## src/rtl/mul_div_pkg.sv

```systemverilog
// Shared types and constants for the iterative multiply/divide unit.
// The divide path is built only when MUL_DIV_UNIT_DIVIDE_EN is defined.
package mul_div_pkg;

    // Default operand width: a 32-bit CPU operand sign/zero-extended by one bit.
    localparam int WIDTH_DEF = 33;

    // The iteration counter must be able to hold WIDTH-1.
    function automatic int cnt_width(input int width);
        return $clog2(width) + 1;
    endfunction

    localparam int CNT_W_DEF = cnt_width(WIDTH_DEF);

    typedef enum logic [1:0] {
        ST_IDLE    = 2'd0,
        ST_COMPUTE = 2'd1,
        ST_FINISH  = 2'd2,
        ST_DONE    = 2'd3
    } state_e;

    typedef enum logic {
        OP_MUL = 1'b0,
        OP_DIV = 1'b1
    } op_e;

endpackage

```

## src/rtl/mul_div_addsub.sv

```systemverilog
// Shared adder/subtractor. It does the multiply add and subtract steps
// and the trial subtraction of restoring division.
module mul_div_addsub #(
    parameter int N = 34
) (
    input  logic [N-1:0] i_a,
    input  logic [N-1:0] i_b,
    input  logic         i_sub,
    output logic [N-1:0] o_y
);

    // Subtraction is done as a + ~b + 1.
    assign o_y = i_a + (i_b ^ {N{i_sub}}) + {{(N-1){1'b0}}, i_sub};

endmodule

```

## src/rtl/mul_div_unit.sv

```systemverilog
// Iterative signed multiply/divide unit. Each Run request starts one
// operation. The result is returned on the register pair {Aval, Bval}.
// Macro MUL_DIV_UNIT_DIVIDE_EN enables the divide path. Without the macro
// the div input is ignored and every operation is a multiply.
module mul_div_unit
    import mul_div_pkg::*;
#(
    parameter int WIDTH = WIDTH_DEF
) (
    input  logic             Clk,
    input  logic             Reset,
    input  logic             Run,
    input  logic             div,
    input  logic [WIDTH-1:0] opA,
    input  logic [WIDTH-1:0] opB,
    output logic [WIDTH-1:0] Aval,
    output logic [WIDTH-1:0] Bval,
    output logic             X,
    output logic             ready
);

    localparam int               CNT_W     = cnt_width(WIDTH);
    localparam logic [CNT_W-1:0] LAST_ITER = CNT_W'(WIDTH - 1);

    state_e           r_state, w_state_next;
    logic [CNT_W-1:0] r_cnt, w_cnt_next;
    logic             r_x, w_x_next;
    logic [WIDTH-1:0] r_a, w_a_next;
    logic [WIDTH-1:0] r_b, w_b_next;
    logic [WIDTH-1:0] r_opa, w_opa_next;

    logic             w_last;
    logic [WIDTH:0]   w_add_a, w_add_b, w_sum, w_acc;
    logic             w_add_sub;

`ifdef MUL_DIV_UNIT_DIVIDE_EN
    localparam logic [WIDTH-1:0] MIN_VAL = {1'b1, {(WIDTH-1){1'b0}}};

    op_e              r_op, w_op_next;
    logic [WIDTH-1:0] r_opm, w_opm_next;      // |divisor|
    logic             r_a_neg, w_a_neg_next;  // dividend sign, which the remainder takes
    logic             r_b_neg, w_b_neg_next;  // divisor sign
    logic             r_q_neg, w_q_neg_next;  // operand signs differ
`else
    logic             w_unused_div;
    assign w_unused_div = div;
`endif

    assign w_last = (r_cnt == LAST_ITER);
    assign Aval   = r_a;
    assign Bval   = r_b;
    assign X      = r_x;

    mul_div_addsub #(.N(WIDTH + 1)) u_addsub (
        .i_a   (w_add_a),
        .i_b   (w_add_b),
        .i_sub (w_add_sub),
        .o_y   (w_sum)
    );

    // Select adder operands. Multiply adds the sign-extended multiplicand
    // and subtracts it on the final, sign-weighted bit. Divide subtracts the
    // divisor magnitude from the shifted partial remainder.
    always_comb begin
        w_add_a   = {r_x, r_a};
        w_add_b   = {r_opa[WIDTH-1], r_opa};
        w_add_sub = w_last;
`ifdef MUL_DIV_UNIT_DIVIDE_EN
        if (r_op == OP_DIV) begin
            w_add_a   = {r_a, r_b[WIDTH-1]};
            w_add_b   = {1'b0, r_opm};
            w_add_sub = 1'b1;
        end
`endif
    end

    // Next-state logic and the busy flag. ready is low only while computing.
    always_comb begin
        w_state_next = r_state;
        ready        = 1'b1;
        case (r_state)
            ST_IDLE:    if (Run) w_state_next = ST_COMPUTE;
            ST_COMPUTE: begin
                ready = 1'b0;
                if (w_last) w_state_next = ST_FINISH;
            end
            ST_FINISH:  begin
                ready        = 1'b0;
                w_state_next = ST_DONE;
            end
            ST_DONE:    if (!Run) w_state_next = ST_IDLE;
            default:    w_state_next = ST_IDLE;
        endcase
    end

    // Datapath next values: operand capture, one iteration per cycle, and
    // the divide sign fixup.
    always_comb begin
        w_cnt_next = r_cnt;
        w_x_next   = r_x;
        w_a_next   = r_a;
        w_b_next   = r_b;
        w_opa_next = r_opa;
        w_acc      = r_b[0] ? w_sum : {r_x, r_a};
`ifdef MUL_DIV_UNIT_DIVIDE_EN
        w_op_next    = r_op;
        w_opm_next   = r_opm;
        w_a_neg_next = r_a_neg;
        w_b_neg_next = r_b_neg;
        w_q_neg_next = r_q_neg;
`endif
        case (r_state)
            ST_IDLE: begin
                if (Run) begin
                    w_cnt_next = '0;
                    w_x_next   = 1'b0;
                    w_a_next   = '0;
                    w_b_next   = opB;
                    w_opa_next = opA;
`ifdef MUL_DIV_UNIT_DIVIDE_EN
                    w_op_next    = op_e'(div);
                    w_opm_next   = opB[WIDTH-1] ? -opB : opB;
                    w_a_neg_next = opA[WIDTH-1];
                    w_b_neg_next = opB[WIDTH-1];
                    w_q_neg_next = opA[WIDTH-1] ^ opB[WIDTH-1];
                    // The dividend magnitude is shifted out of B from the MSB.
                    if (div) w_b_next = opA[WIDTH-1] ? -opA : opA;
`endif
                end
            end
            ST_COMPUTE: begin
                w_cnt_next = r_cnt + 1'b1;
                // Arithmetic shift right of {X, A, B} after the conditional add.
                w_x_next   = w_acc[WIDTH];
                w_a_next   = w_acc[WIDTH:1];
                w_b_next   = {w_acc[0], r_b[WIDTH-1:1]};
`ifdef MUL_DIV_UNIT_DIVIDE_EN
                if (r_op == OP_DIV) begin
                    // The remainder is always below |divisor|, so it fits in A.
                    // X stays clear.
                    w_x_next = 1'b0;
                    if (!w_sum[WIDTH]) begin
                        w_a_next = w_sum[WIDTH-1:0];
                        w_b_next = {r_b[WIDTH-2:0], 1'b1};
                    end else begin
                        w_a_next = w_add_a[WIDTH-1:0];
                        w_b_next = {r_b[WIDTH-2:0], 1'b0};
                    end
                end
`endif
            end
            ST_FINISH: begin
`ifdef MUL_DIV_UNIT_DIVIDE_EN
                if (r_op == OP_DIV) begin
                    if (r_opm == '0) begin
                        w_b_next = '1;
                        w_a_next = r_opa;
                        w_x_next = r_opa[WIDTH-1];
                    end else if (r_opa == MIN_VAL && r_opm == WIDTH'(1) && r_b_neg) begin
                        w_b_next = r_opa;
                        w_a_next = '0;
                        w_x_next = 1'b0;
                    end else begin
                        w_b_next = r_q_neg ? -r_b : r_b;
                        w_a_next = r_a_neg ? -r_a : r_a;
                        w_x_next = r_a_neg && (r_a != '0);
                    end
                end
`endif
            end
            default: begin
            end
        endcase
    end

    // State and datapath registers. Reset aborts any operation in progress.
    always_ff @(posedge Clk) begin
        if (Reset) begin
            r_state <= ST_IDLE;
            r_cnt   <= '0;
            r_x     <= 1'b0;
            r_a     <= '0;
            r_b     <= '0;
            r_opa   <= '0;
`ifdef MUL_DIV_UNIT_DIVIDE_EN
            r_op    <= OP_MUL;
            r_opm   <= '0;
            r_a_neg <= 1'b0;
            r_b_neg <= 1'b0;
            r_q_neg <= 1'b0;
`endif
        end else begin
            r_state <= w_state_next;
            r_cnt   <= w_cnt_next;
            r_x     <= w_x_next;
            r_a     <= w_a_next;
            r_b     <= w_b_next;
            r_opa   <= w_opa_next;
`ifdef MUL_DIV_UNIT_DIVIDE_EN
            r_op    <= w_op_next;
            r_opm   <= w_opm_next;
            r_a_neg <= w_a_neg_next;
            r_b_neg <= w_b_neg_next;
            r_q_neg <= w_q_neg_next;
`endif
        end
    end

endmodule

```

## config.mk

```make
export PLATFORM = sky130hd
export DESIGN_NAME = mul_div_unit
export DESIGN_NICKNAME = d
export VERILOG_FILES = /design/src/rtl/mul_div_pkg.sv /design/src/rtl/mul_div_addsub.sv /design/src/rtl/mul_div_unit.sv
export SDC_FILE = /design/constraint.sdc
export NUM_CORES = 1
export LEC_CHECK = 0
export CORE_MARGIN = 5
export CORE_UTILIZATION = 40
export DETAILED_ROUTE_END_ITERATION = 8
export PLACE_DENSITY = 0.74
export REMOVE_ABC_BUFFERS = 1
export SYNTH_ARGS = -nofsm -noshare
export SYNTH_HDL_FRONTEND = slang
export SYNTH_HIERARCHICAL = 1
export SYNTH_SLANG_ARGS = --single-unit
```

## constraint.sdc

```tcl
create_clock -name Clk -period 6.95 [get_ports Clk]
set_input_delay 1.39 -clock Clk [delete_from_list [all_inputs] [get_ports Clk]]
set_output_delay 1.39 -clock Clk [all_outputs]
set_load 0.005 [all_outputs]
```

# Word level (Yosys, flattened, before mapping)
# Index checks and enable logic that the tools add are counted.
# Widths: inputs -> output; s select.
# classes
add_sub_neg	3
mul	0
div	0
n_lt_le_gt_ge	0
eq_ne	7
shifts	0
n_mux	14
bitwise	1
reduce_logical	6
# op_table
cell	n
$pmux 33 s2	2
$mux 33	2
$add 34x1->34	1
$add 34x34->34	1
$mux 34	1
$xor 34x34->34	1
$pmux 7 s2	1
$pmux 2 s4	1
$add 7x1->7 const B	1
$eq 7x6->1 const B	1
$mux 7	1
$mux 2	3
$eq 2x2->1 const B	2
$ne 2x2->1 const B	2
$reduce_and 2->1	2
$reduce_and 3->1	1
$eq 2x1->1 const B	1
$logic_not 2->1	1
$mux 1	2
$ne 2x1->1 const B	1
$pmux 1 s2	1
$reduce_bool 2->1	1
$reduce_or 2->1	1
# word_totals
register_bits	109
latch_bits	0
mem_bits_rw	0
mem_bits_ro	0
input_bits	70
out_inout_bits	68
word_cells	37
mem_count	0

# Longest topological paths before layout
# Gate-level depths: netlist of the first run.
# depth
word_depth	6
depth_mapped	19
ltp_nobuf	17

# Cells and area by module
# The synthesis of the first run kept the hierarchy.
# by_module_without_submodules
module	instances	cells_per_inst	area_each_um2
mul_div_unit	1	505	4594.4
mul_div_addsub	1	293	2089.5

# Worst setup path before layout of the first run
# No wires, ideal clock.
# synth_timing
path_kind	register -> register
start	reg r_cnt[6]
end	reg r_a[31], in the netlist Aval[31]
arrival_time_ns	3.930
required_time_ns	6.822
setup_slack_ns	2.893
path_stages_with_launch	17
n_path_buf	2
synth_period_minus_slack_ns	4.057
cell_sequence	dfxtp_1 -> or4b_4 -> nor2_1 -> buf_2 -> buf_1 -> xor2_1 -> fa_1 -> a211o_1 -> a211oi_2 -> or4_1 -> o211ai_2 -> a41o_1 -> a221oi_2 -> xnor2_1 -> mux2i_1 -> a2bb2oi_1 -> nor2_1
# synth_between
elab_chain_len	6
# synth_rtl
item	line	source
start: declaration	mul_div_unit.sv:26	logic [CNT_W-1:0] r_cnt, w_cnt_next;
start signal: assignment	mul_div_unit.sv:194	r_cnt <= w_cnt_next;
$eq 7x6->1 *	mul_div_unit.sv:49	assign w_last = (r_cnt == LAST_ITER);
named net w_add_sub	mul_div_unit.sv:34	logic w_add_sub;
$xor 34x34->34	mul_div_addsub.sv:13	assign o_y = i_a + (i_b ^ {N{i_sub}}) + {{(N-1){1'b0}}, i_sub};
$add 34x34->34	mul_div_addsub.sv:13	
$add 34x1->34 *	mul_div_addsub.sv:13	
named net w_sum[32]	mul_div_unit.sv:33	logic [WIDTH:0] w_add_a, w_add_b, w_sum, w_acc;
$mux 34 *	mul_div_unit.sv:104	w_acc = r_b[0] ? w_sum : {r_x, r_a};
$pmux 33 s2 *	mul_div_unit.sv:112	case (r_state)
end signal: assignment	mul_div_unit.sv:196	r_a <= w_a_next;
end: declaration	mul_div_unit.sv:28	logic [WIDTH-1:0] r_a, w_a_next;
# Mark *: on every way through the listed nets, which the timed path passes. The rest lies on a longest branch.
# A chain may end at the register's enable or synchronous reset.

# Worst setup path after layout of the first run
# layout_timing
start	reg r_cnt[2]
end	reg r_a[31], in the netlist Aval[31]
# The elaborated chain is that of the path after synthesis.

==> results of run 1 <==
==> registers in the layout, indices dropped and copies added, names as in the netlist <==
name and count:
Aval 32, Bval 33, X 1, r_cnt 7, r_opa 33, r_state 2
==> area by class of cell <==
cell class / instances / area, sq um / area share (%)
Inverter: 8 / 30.03 / 0.3547
Clock inverter: 4 / 72.57 / 0.8571
Timing Repair Buffer: 145 / 1426 / 16.85
Tap cell: 220 / 275.3 / 3.251
Multi-Input combinational cell: 627 / 4253 / 50.23
Clock buffer: 12 / 246.5 / 2.911
Sequential cell: 108 / 2163 / 25.55
==> placed cells by master, fill, tap and decap left out, types with 7 or more instances in the layout <==
master,synthesis,routed
nand2_1,104,104
a21oi_1,67,67
a2bb2oi_1,32,32
a211oi_1,36,36
inv_1,8,8
o211ai_1,7,7
ha_1,38,37
buf_4,1,10
dfxtp_1,108,107
a21o_1,13,13
clkdlybuf4s50_1,0,135
clkbuf_16,0,9
nand4_1,10,10
o21ai_0,23,23
nor2_1,91,90
nor3_1,10,10
xor2_1,54,54
mux2i_1,66,66
xnor2_1,17,17
==> per-layer routing <==
layer	vias up	GRT usage (%)
met4	2	4.583
met5	-	0
met2	137	29.41
met1	2686	22.97
li1	3050	-
met3	19	6.072
==> stage by stage <==
step           instance area (sq um)  util (%)  hold slack, ps  instances
2_1_floorplan                   6435         -           441.8        743
3_3_place_gp                    8148     49.48           455.7       1108
3_5_place_dp                    8148     49.48           459.6       1108
4_1_cts                         8467     51.42           469.8       1124
5_1_grt                         8467     51.42           490.3       1124
6_report                        8467     51.42           468.1       1124
==> logic make-up (layout without fill, tap and decap cells) <==
| kind of cell | after synthesis | count (layout) | share of synthesized area [%] |
|---|---|---|---|
| xor gates and xnor gates | 71 | 71 | 9.304 |
| muxes | 67 | 67 | 10.05 |
| adders and majority gates | 39 | 39 | 7.413 |
| DFF | 108 | 108 | 32.35 |
| and+or+nand+nor | 240 | 240 | 15.35 |
| AOI/OAI and AO/OA | 210 | 210 | 21.36 |
| buffers and inverters | 63 | 169 | 4.175 |
==> power by group through the flow <==
stage	logic, mW	registers (mW)	clock network, mW
2_1_floorplan	0.668	0.861	0
3_3_place_gp	1.08	0.846	0
3_5_place_dp	1.09	0.850	0
4_1_cts	1.10	0.839	0.574
5_1_grt	1.21	0.855	0.594
6_report	1.09	0.837	0.557
==> worst max-delay path, delay by kind of cell, from the launching register on <==
kind	cells	cell delay [ps]
AOI/OAI and AO/OA	6	1600
xor gates and xnor gates	2	300
adders and majority gates	1	490
buffers and inverters	1	490
DFF	1	340
muxes	1	130
and+or+nand+nor	4	890
==> worst max path at each step <==
stage	cells after the start	slack [ps]	to	startpoint
after global placement	15	2610	Aval[31]	r_cnt[6]
after detailed placement	15	2580	Aval[31]	r_cnt[2]
final	15	2560	Aval[31]	r_cnt[2]
after floorplan	14	1420	Aval[31]	r_cnt[6]
after CTS	15	2540	Aval[31]	r_cnt[6]
after global routing	15	2260	Aval[28]	r_cnt[2]
==> results.tsv, run 1 <==
stage	metric	value	unit
worst_setup_path	crit_chain	or4b_4, nor2_4, buf_4, xor2_1, fa_1, a211o_1, a211oi_2, or4_1, o211ai_2, a41o_1, a221oi_2, xnor2_1, mux2i_1, a2bb2oi_1, nor2_1	
placed_design	gp_congestion	0.9088	
timing	fin_setup_tns	0	ps
yosys	synth_seq_cells	108	
yosys	yosys.cell_count.top_type	dfxtp_1	
cts	ctsResizeCount	0	
timing	grt_setup_unrepaired	no	
pwr	switching_share	36.47	%
grt	grt_pass1_wl	29260	microns
placed_design	dpl.hpwl	12470	microns
pwr	power_frac_seq	33.7	%
route	postRouteAntennaNets	0	
worst_setup_path	r2r.worst_path.cells	15	
yosys	netlist.area_leader.share	32.35	%
worst_setup_path	cp_max_fo	34	
yosys	ys.flop_type	dfxtp_1	
cts	path_clk_slew	70	ps
pwr	total_power	2.481	mW
cts	htreeDepth	3	
worst_setup_path	endpoint_kind	register	
pwr	power.share.clock	22.5	%
yosys	synth_enable_flop_cells	0	
grt	grt_pass1_vias	5855	
route	drtIter0Drc	330	
pwr	ir_worst_vdd	0.1793	mV
yosys	synth_cells	798	
floorplanning	core-area	0.01647	sq mm
cts	cts-root-buf	clkbuf_16	
worst_setup_path	slowest_stage	or4b_4	
grt	grt_overflow_total	0	
worst_setup_path	critPathKind	reg -> reg	
hold_path	hold_path_end	r_opa[29]	
grt	grt_max_degree	77	
yosys	syn_area_per_cell	8.376	sq um
floorplanning	die_area	0.01939	sq mm
cts	numCtsBuffers	9	
timing	finClkSkew	5.086	ps
cts	hold_buffers	0	
floorplanning	ios	138	
route	drt_pass1_iterations	5	
cts	cts_tree	done	
run	max-cap-violations	0	
pwr	p_int	1.576	mW
layout	area_growth	26.68	%
yosys	netlist_top_cells_count	dfxtp_1, nand2_1, nor2_1, a21oi_1, mux2i_1	
pwr	combPwrFrac	43.8	%
hold_path	hold_path.class	reg -> reg	
yosys	async_flop_share	0	%
route	wl_met2	8035	microns
worst_setup_path	arrival	4610	ps
hold_path	min_delay_path_depth	2	
worst_setup_path	critPathRequiredTime	7160	ps
yosys	yosysWarnings	6	
yosys	synth_area_leader_cell	dfxtp_1	
timing	slew_headroom	48.16	%
worst_setup_path	reg2reg_to	Aval[31]	
route	wl_met1	7944	microns
route	vias_per_cell	5.244	
cts	clockBufferDepth	2	
yosys	synth_cell_types	59	
cts	post_cts_buffers	0	
cts	numClockSinks	108	
timing	worst_slack	2557	ps
pwr	power_density	293.0	mW/mm^2
floorplanning	die_h	139.3	microns
route	wl_met3	1357	microns
route	wl	17580	microns
layout	fin_nets	1008	
worst_setup_path	start_kind	register	
route	wire_per_inst	15.64	microns
pwr	p_switching	0.9047	mW
timing	slew_viol_final	0	
placed_design	pre_cts_ws	2582	ps
route	vias	5894	
yosys	netlist_area	0.006684	sq mm
cts	clock_latency	350	ps
placed_design	io_buffer_count	136	
timing	tightest_slew	777.6	ps
layout	drive_gt1_share	4.535	%
timing	finalCritPeriodShare	63.21	%
timing	setup_viol	0	
worst_setup_path	r2r_slack	2560	ps
route	drc_errors	0	
pwr	power_leakage	3.479	nW
layout	diodes	0	
timing	fmax	227.6	MHz
floorplanning	row_count	47	
yosys	synthTopCellsByArea	dfxtp_1, mux2i_1, ha_1	
floorplanning	die_w	139.3	microns
worst_setup_path	regToRegStartpoint	r_cnt[2]	
hold_path	hold_start	r_opa[29]	
yosys	ys_seq_area_share	32.35	%
outcome	run_status	complete, no violations	
timing	min_period	4393	ps
timing	final_hold_viol_count	0	
grt	grt_antenna_before_repair	1	
grt	grt_usage	18.02	%
floorplanning	start_util	40.59	%
worst_setup_path	slowest_delay	560	ps
route	dr.max_layer_used	met5	
layout	final.fill_count	1592	
No activity file was read; power rests on OpenSTA's default activity.
==> inputs of run 2 (changes only) <==
- PLACE_DENSITY: 0.74 -> 0.76
- clock period: 6.95 -> 3.8 ns (I/O delays scaled with it)
==> results.tsv, run 2 (synthesis results as in run 1) <==
stage	metric	value	unit	change
layout	multi_input_area	0.004434	sq mm	+4.3%
timing	min_period	3794	ps	-598.9 ps
pwr	p_int	2.803	mW	+78%
cts	clockBufferDepth	2		unchanged
worst_setup_path	endpoint_kind	register		
layout	drive_gt1_share	11.88	%	+7.3 points
placed_design	gp_congestion	0.9040		-0.53%
floorplanning	core-area	0.01647	sq mm	unchanged
worst_setup_path	slowest_stage	or4b_4		
floorplanning	die_w	139.3	microns	unchanged
layout	layout_commonest_cell	clkdlybuf4s50_1		
pwr	power_frac_seq	34.0	%	+0.3 points
grt	grt_usage	18.30	%	+0.28 points
route	vias	6141		+4.2%
timing	fmax	263.6	MHz	+16%
layout	area_growth	33.17	%	
pwr	combPwrFrac	45.6	%	+1.8 points
worst_setup_path	critPathKind	reg -> reg		
pwr	ir_worst_vdd	0.4163	mV	+130%
floorplanning	ios	138		unchanged
worst_setup_path	arrival	4010	ps	-600 ps
worst_setup_path	critPathRequiredTime	4010	ps	-3150 ps
outcome	run_status	complete, no violations		
timing	fin_setup_tns	0	ps	unchanged
grt	grt_pass1_wl	29830	microns	+1.9%
layout	layout_common_cells	clkdlybuf4s50_1, dfxtp_1, nand2_1		
worst_setup_path	start_kind	register		
route	vias_per_cell	5.321		+1.5%
pwr	p_switching	1.702	mW	+88%
worst_setup_path	crit_chain	or4b_4, nor2_4, buf_8, buf_12, xor2_2, ha_2, a211oi_1, nor2_1, o31ai_2, nand2_1, a41o_1, a221oi_2, xnor2_1, mux2i_1, a2bb2oi_2, nor2_1		
route	wire_per_inst	15.78	microns	+0.87%
route	drt_pass1_iterations	5		unchanged
route	drtIter0Drc	302		-8.5%
floorplanning	start_util	40.59	%	unchanged
cts	cts-root-buf	clkbuf_16		
timing	final_hold_viol_count	0		unchanged
cts	cts_tree	done		
pwr	power_density	506.1	mW/mm^2	+73%
floorplanning	row_count	47		unchanged
layout	regArea	0.002166	sq mm	+0.12%
cts	htreeDepth	3		unchanged
cts	numClockSinks	108		unchanged
route	drc_errors	0		unchanged
grt	grt_pass1_vias	6013		+2.7%
cts	clock_latency	360	ps	about the same
timing	finClkSkew	13.75	ps	+8.661 ps
cts	path_clk_slew	80	ps	about the same
run	max-cap-violations	0		unchanged
layout	fin_nets	1038		+3.0%
grt	grt_overflow_total	0		unchanged
hold_path	hold_path.class	reg -> reg		
pwr	power.share.clock	20.4	%	-2.1 points
timing	slew_headroom	41.85	%	-6.3 points
worst_setup_path	cp_max_fo	7		-79%
timing	slew_viol_final	0		unchanged
route	wl	18210	microns	+3.6%
pwr	switching_share	37.78	%	+1.3 points
grt	grt_max_degree	82		+6.5%
timing	finalCritPeriodShare	99.84	%	+37 points
pwr	power_leakage	3.629	nW	+4.3%
layout	diodes	0		unchanged
cts	numCtsBuffers	9		unchanged
timing	grt_setup_unrepaired	yes		
layout	final.fill_count	1509		-5.2%
worst_setup_path	cpMostUsedCell	nor2_1		
placed_design	dpl.hpwl	13290	microns	+6.6%
route	postRouteAntennaNets	0		unchanged
grt	grt_antenna_before_repair	1		unchanged
floorplanning	die_area	0.01939	sq mm	unchanged
floorplanning	die_h	139.3	microns	unchanged
pwr	total_power	4.505	mW	+82%
placed_design	io_buffer_count	136		unchanged
timing	setup_viol	0		unchanged
timing	tightest_slew	872.2	ps	+94.65 ps
worst_setup_path	slowest_delay	560	ps	about the same
==> run 2: cell types whose count changed in the layout (fill, tap and decap cells not counted), moves of 4 or more <==
cell,delta
a21oi_2,+7
a21oi_1,-7
nor3_1,-5
nor3_2,+5
buf_12,+4
buf_4,+25
o21ai_1,+5
ha_1,-8
o21ai_0,-6
ha_2,+6
==> run 2: per-layer routing <==
metal,GRT usage [%],part of all wire (%),vias to the layer above
li1,-,-,3104
met1,22.98,45,2848
met2,30.23,47,156
met3,5.592,6.6,31
met4,5.664,2.1,2
met5,0,0.071,-
==> run 2: power by group through the flow <==
stage | registers, mW | clock network [mW] | logic (mW)
4_1_cts | 1.53 | 0.947 | 2.05
2_1_floorplan | 1.58 | 0 | 1.22
6_report | 1.53 | 0.920 | 2.05
3_5_place_dp | 1.55 | 0 | 2.04
3_3_place_gp | 1.55 | 0 | 2.02
5_1_grt | 1.56 | 0.989 | 2.27
==> run 2: area by class of cell <==
class                      count  area share, %
clock buffer                  10          2.685
clock inverter                 6         0.5342
inverter                       8         0.3374
multi-input combinational    627          49.82
sequential                   108          24.33
tap                          220          3.092
timing repair buffer         175          19.20
==> run 2: metrics by stage <==
| stage | worst slack (ps) | instance area (sq um) | util (%) | hold slack [ps] | std cells |
|---|---|---|---|---|---|
| finish | 5.896 | 8901 | 54.06 | 466.4 | 1154 |
| global route | -222.8 | 8901 | 54.06 | 485.9 | 1154 |
| CTS | 7.231 | 8713 | 52.92 | 470.1 | 1151 |
| detailed placement | -110.9 | 8401 | 51.02 | 459.8 | 1135 |
| global placement | 5.016 | 8401 | 51.02 | 455.5 | 1135 |
| floorplan | -1732 | 6435 | - | 441.8 | 743 |
==> run 2: timing repair <==
action | in CTS | in global routing
setup endpoints to repair | 4 | 17
pin swaps | 2 | 12
hold buffers | 0 | 0
gates resized for setup | 6 | 44
setup buffers | 0 | 3
==> run 2: path summary, 6_finish.rpt <==
path,startpoint,endpoint,slack [ps],depth (start not counted)
worst max-delay path,r_cnt[6],Aval[31],6,16
worst min-delay path,r_opa[22],r_opa[22],470,2
worst max register to register,r_cnt[6],Aval[31],6,16
worst min register to register,r_opa[22],r_opa[22],470,2
==> run 2: critical path, delay by kind of cell, from the launching register on <==
family	cells	cell delay, ps
AOI/OAI and AO/OA	5	1190
buffers and inverters	2	310
DFF	1	330
and+or+nand+nor	5	1010
xor gates and xnor gates	2	250
adders and majority gates	1	340
muxes	1	220
==> inputs of run 3 (changes only) <==
- CORE_MARGIN: 5 -> default
==> results.tsv, run 3 (synthesis results as in run 1) <==
stage	metric	value	unit	change
outcome	run_status	complete, no violations		
cts	numClockSinks	108		unchanged
layout	layout_common_cells	clkdlybuf4s50_1, dfxtp_1, nand2_1		
worst_setup_path	crit_start	r_cnt[6]		
layout	final.fill_count	1485		-1.6%
cts	cts_tree	done		
pwr	p_switching	1.673	mW	-1.7%
worst_setup_path	worstSetupEndpoint	Aval[31]		
layout	fin_area	0.008842	sq mm	-0.66%
worst_setup_path	r2r.worst_path.cells	15		-1
placed_design	place_area	0.008423	sq mm	+0.27%
worst_setup_path	r2r_slack	60	ps	+50 ps
cts	cts-root-buf	clkbuf_16		
layout	diodes	0		unchanged
floorplanning	row_count	46		-2.1%
run	max-cap-violations	0		unchanged
worst_setup_path	start_kind	register		
cts	path_clk_slew	70	ps	about the same
floorplanning	start_util	41.48	%	+0.88 points
route	drtIter0Drc	350		+16%
floorplanning	core-area	0.01612	sq mm	-2.1%
worst_setup_path	arrival	3960	ps	-50 ps
placed_design	dpl.hpwl	12860	microns	-3.2%
cts	clockBufferDepth	2		unchanged
timing	fin_setup_tns	0	ps	unchanged
pwr	power_frac_seq	34.6	%	+0.6 points
hold_path	hold_path.class	reg -> reg		
timing	fmax	267.4	MHz	+1.4%
cts	htreeDepth	3		unchanged
worst_setup_path	reg2reg_to	Aval[31]		
grt	grt-busiest-layer	met2		
pwr	switching_share	37.74	%	-0.044 points
pwr	power.share.clock	19.4	%	-1.0 points
route	vias_per_cell	5.313		-0.16%
route	wire_per_inst	15.32	microns	-2.9%
pwr	p_int	2.760	mW	-1.5%
timing	finalCritPeriodShare	98.43	%	-1.4 points
cts	numCtsBuffers	9		unchanged
floorplanning	die_area	0.01723	sq mm	-11%
route	wl	17670	microns	-3.0%
floorplanning	die_w	131.3	microns	-5.7%
grt	grtUsageMet2	34.69	%	+4.5 points
grt	grt_overflow_total	0		unchanged
timing	slew_headroom	45.62	%	+3.8 points
pwr	power_leakage	3.669	nW	+1.1%
timing	tightest_slew	815.7	ps	-56.50 ps
pwr	power_density	501.3	mW/mm^2	-0.95%
floorplanning	die_h	131.3	microns	-5.7%
worst_setup_path	regToRegStartpoint	r_cnt[6]		
pwr	ir_worst_vdd	0.4856	mV	+17%
worst_setup_path	critPathRequiredTime	4020	ps	about the same
grt	use_met1	24.36	%	+1.4 points
route	vias	6126		-0.24%
grt	grt_usage	20.27	%	+2.0 points
timing	final_hold_viol_count	0		unchanged
timing	min_period	3740	ps	-53.70 ps
route	drt_pass1_iterations	4		-1
floorplanning	ios	138		unchanged
grt	use_met3	6.752	%	+1.2 points
worst_setup_path	endpoint_kind	register		
timing	setup_viol	0		unchanged
layout	area_growth	32.29	%	
grt	grt_antenna_before_repair	0		-1
cts	hold_buffers	0		unchanged
layout	layout_commonest_cell	clkdlybuf4s50_1		
pwr	combPwrFrac	46.0	%	+0.4 points
timing	slew_viol_final	0		unchanged
cts	clock_latency	360	ps	about the same
placed_design	io_buffer_count	136		unchanged
route	postRouteAntennaNets	0		unchanged
layout	regArea	0.002163	sq mm	-0.12%
timing	finClkSkew	9.693	ps	-4.053 ps
placed_design	gp_congestion	0.8901		-1.5%
grt	grt_pass1_vias	5879		-2.2%
route	drc_errors	0		unchanged
worst_setup_path	cp_max_fo	10		+3
grt	grt_max_degree	80		-2.4%
layout	fin_nets	1044		+0.58%
layout	drive_gt1_share	10.99	%	-0.89 points
grt	grt_pass1_wl	28640	microns	-4.0%
timing	grt_setup_unrepaired	yes		
worst_setup_path	critPathKind	reg -> reg		
layout	multi_input_area	0.004398	sq mm	-0.82%
[run 3: changes by cell type in the layout (fill, tap and decap cells not counted), sizes merged]
cell / change
buf: +6
inv: -2
clkbuf: -1
clkinv: -1
clkinvlp: +1
[run 3: cell type report]
cell class / count / share of cell area, %
clock buffers: 9 / 2.547
multi-input cells: 627 / 49.74
repair buffers: 181 / 19.51
well taps: 216 / 3.056
inverters: 8 / 0.3396
clock inverters: 4 / 0.3396
flip-flops and latches: 108 / 24.47
[run 3: per-stage QoR]
step / worst slack (ps) / hold slack, ps / cells / power [mW] / utilization (%)
finish: 59.60 / 467.4 / 1153 / 4.433 / 54.87
global route: -114.3 / 481.2 / 1153 / 4.736 / 54.87
CTS: 5.757 / 469.4 / 1151 / 4.462 / 53.85
detailed placement: 39.30 / 459.4 / 1138 / 3.589 / 52.27
global placement: 29.97 / 456.5 / 1138 / 3.559 / 52.27
floorplan: -1732 / 441.8 / 743 / 2.798 / -
[run 3: what timing repair did]
action | in CTS | in global routing
resized for setup | 0 | 39
setup buffers | 0 | 2
setup endpoints to repair | 0 | 16
[run 3: power groups by stage]
stage / Clock [mW] / Combinational [mW] / Sequential (mW)
5_1_grt: 0.933 / 2.24 / 1.57
3_5_place_dp: 0 / 2.03 / 1.56
6_report: 0.861 / 2.04 / 1.53
2_1_floorplan: 0 / 1.22 / 1.58
3_3_place_gp: 0 / 2.00 / 1.55
4_1_cts: 0.882 / 2.04 / 1.54
[run 3: per-layer routing]
layer / share of wire, % / wire, microns
met2: 47 / 8234
met1: 45 / 7931
met4: 1.2 / 220
met5: 0 / 0
met3: 7.3 / 1282
[run 3: worst min path at each step]
stage                end  depth (start not counted)  startpoint  slack, ps
2_1_floorplan  r_opa[10]                          2   r_opa[10]        440
3_3_place_gp   r_opa[21]                          2   r_opa[21]        460
3_5_place_dp   r_opa[29]                          2   r_opa[29]        460
4_1_cts         r_opa[3]                          2    r_opa[3]        470
5_1_grt        r_opa[30]                          2   r_opa[30]        480
6_report       r_opa[22]                          2   r_opa[22]        470
[run 3: critical path: stages (launching register included)]
cell       delay [ps]
dfxtp_1           330
or4b_4            570
nor2_4            220
buf_12            170
xor2_1            170
ha_1              310
o211a_1           270
a211oi_2          310
or4_4             190
o211ai_2          100
a41o_1            240
a221oi_2          260
xnor2_1           100
mux2i_1           130
a2bb2oi_1         180
nor2_1             50
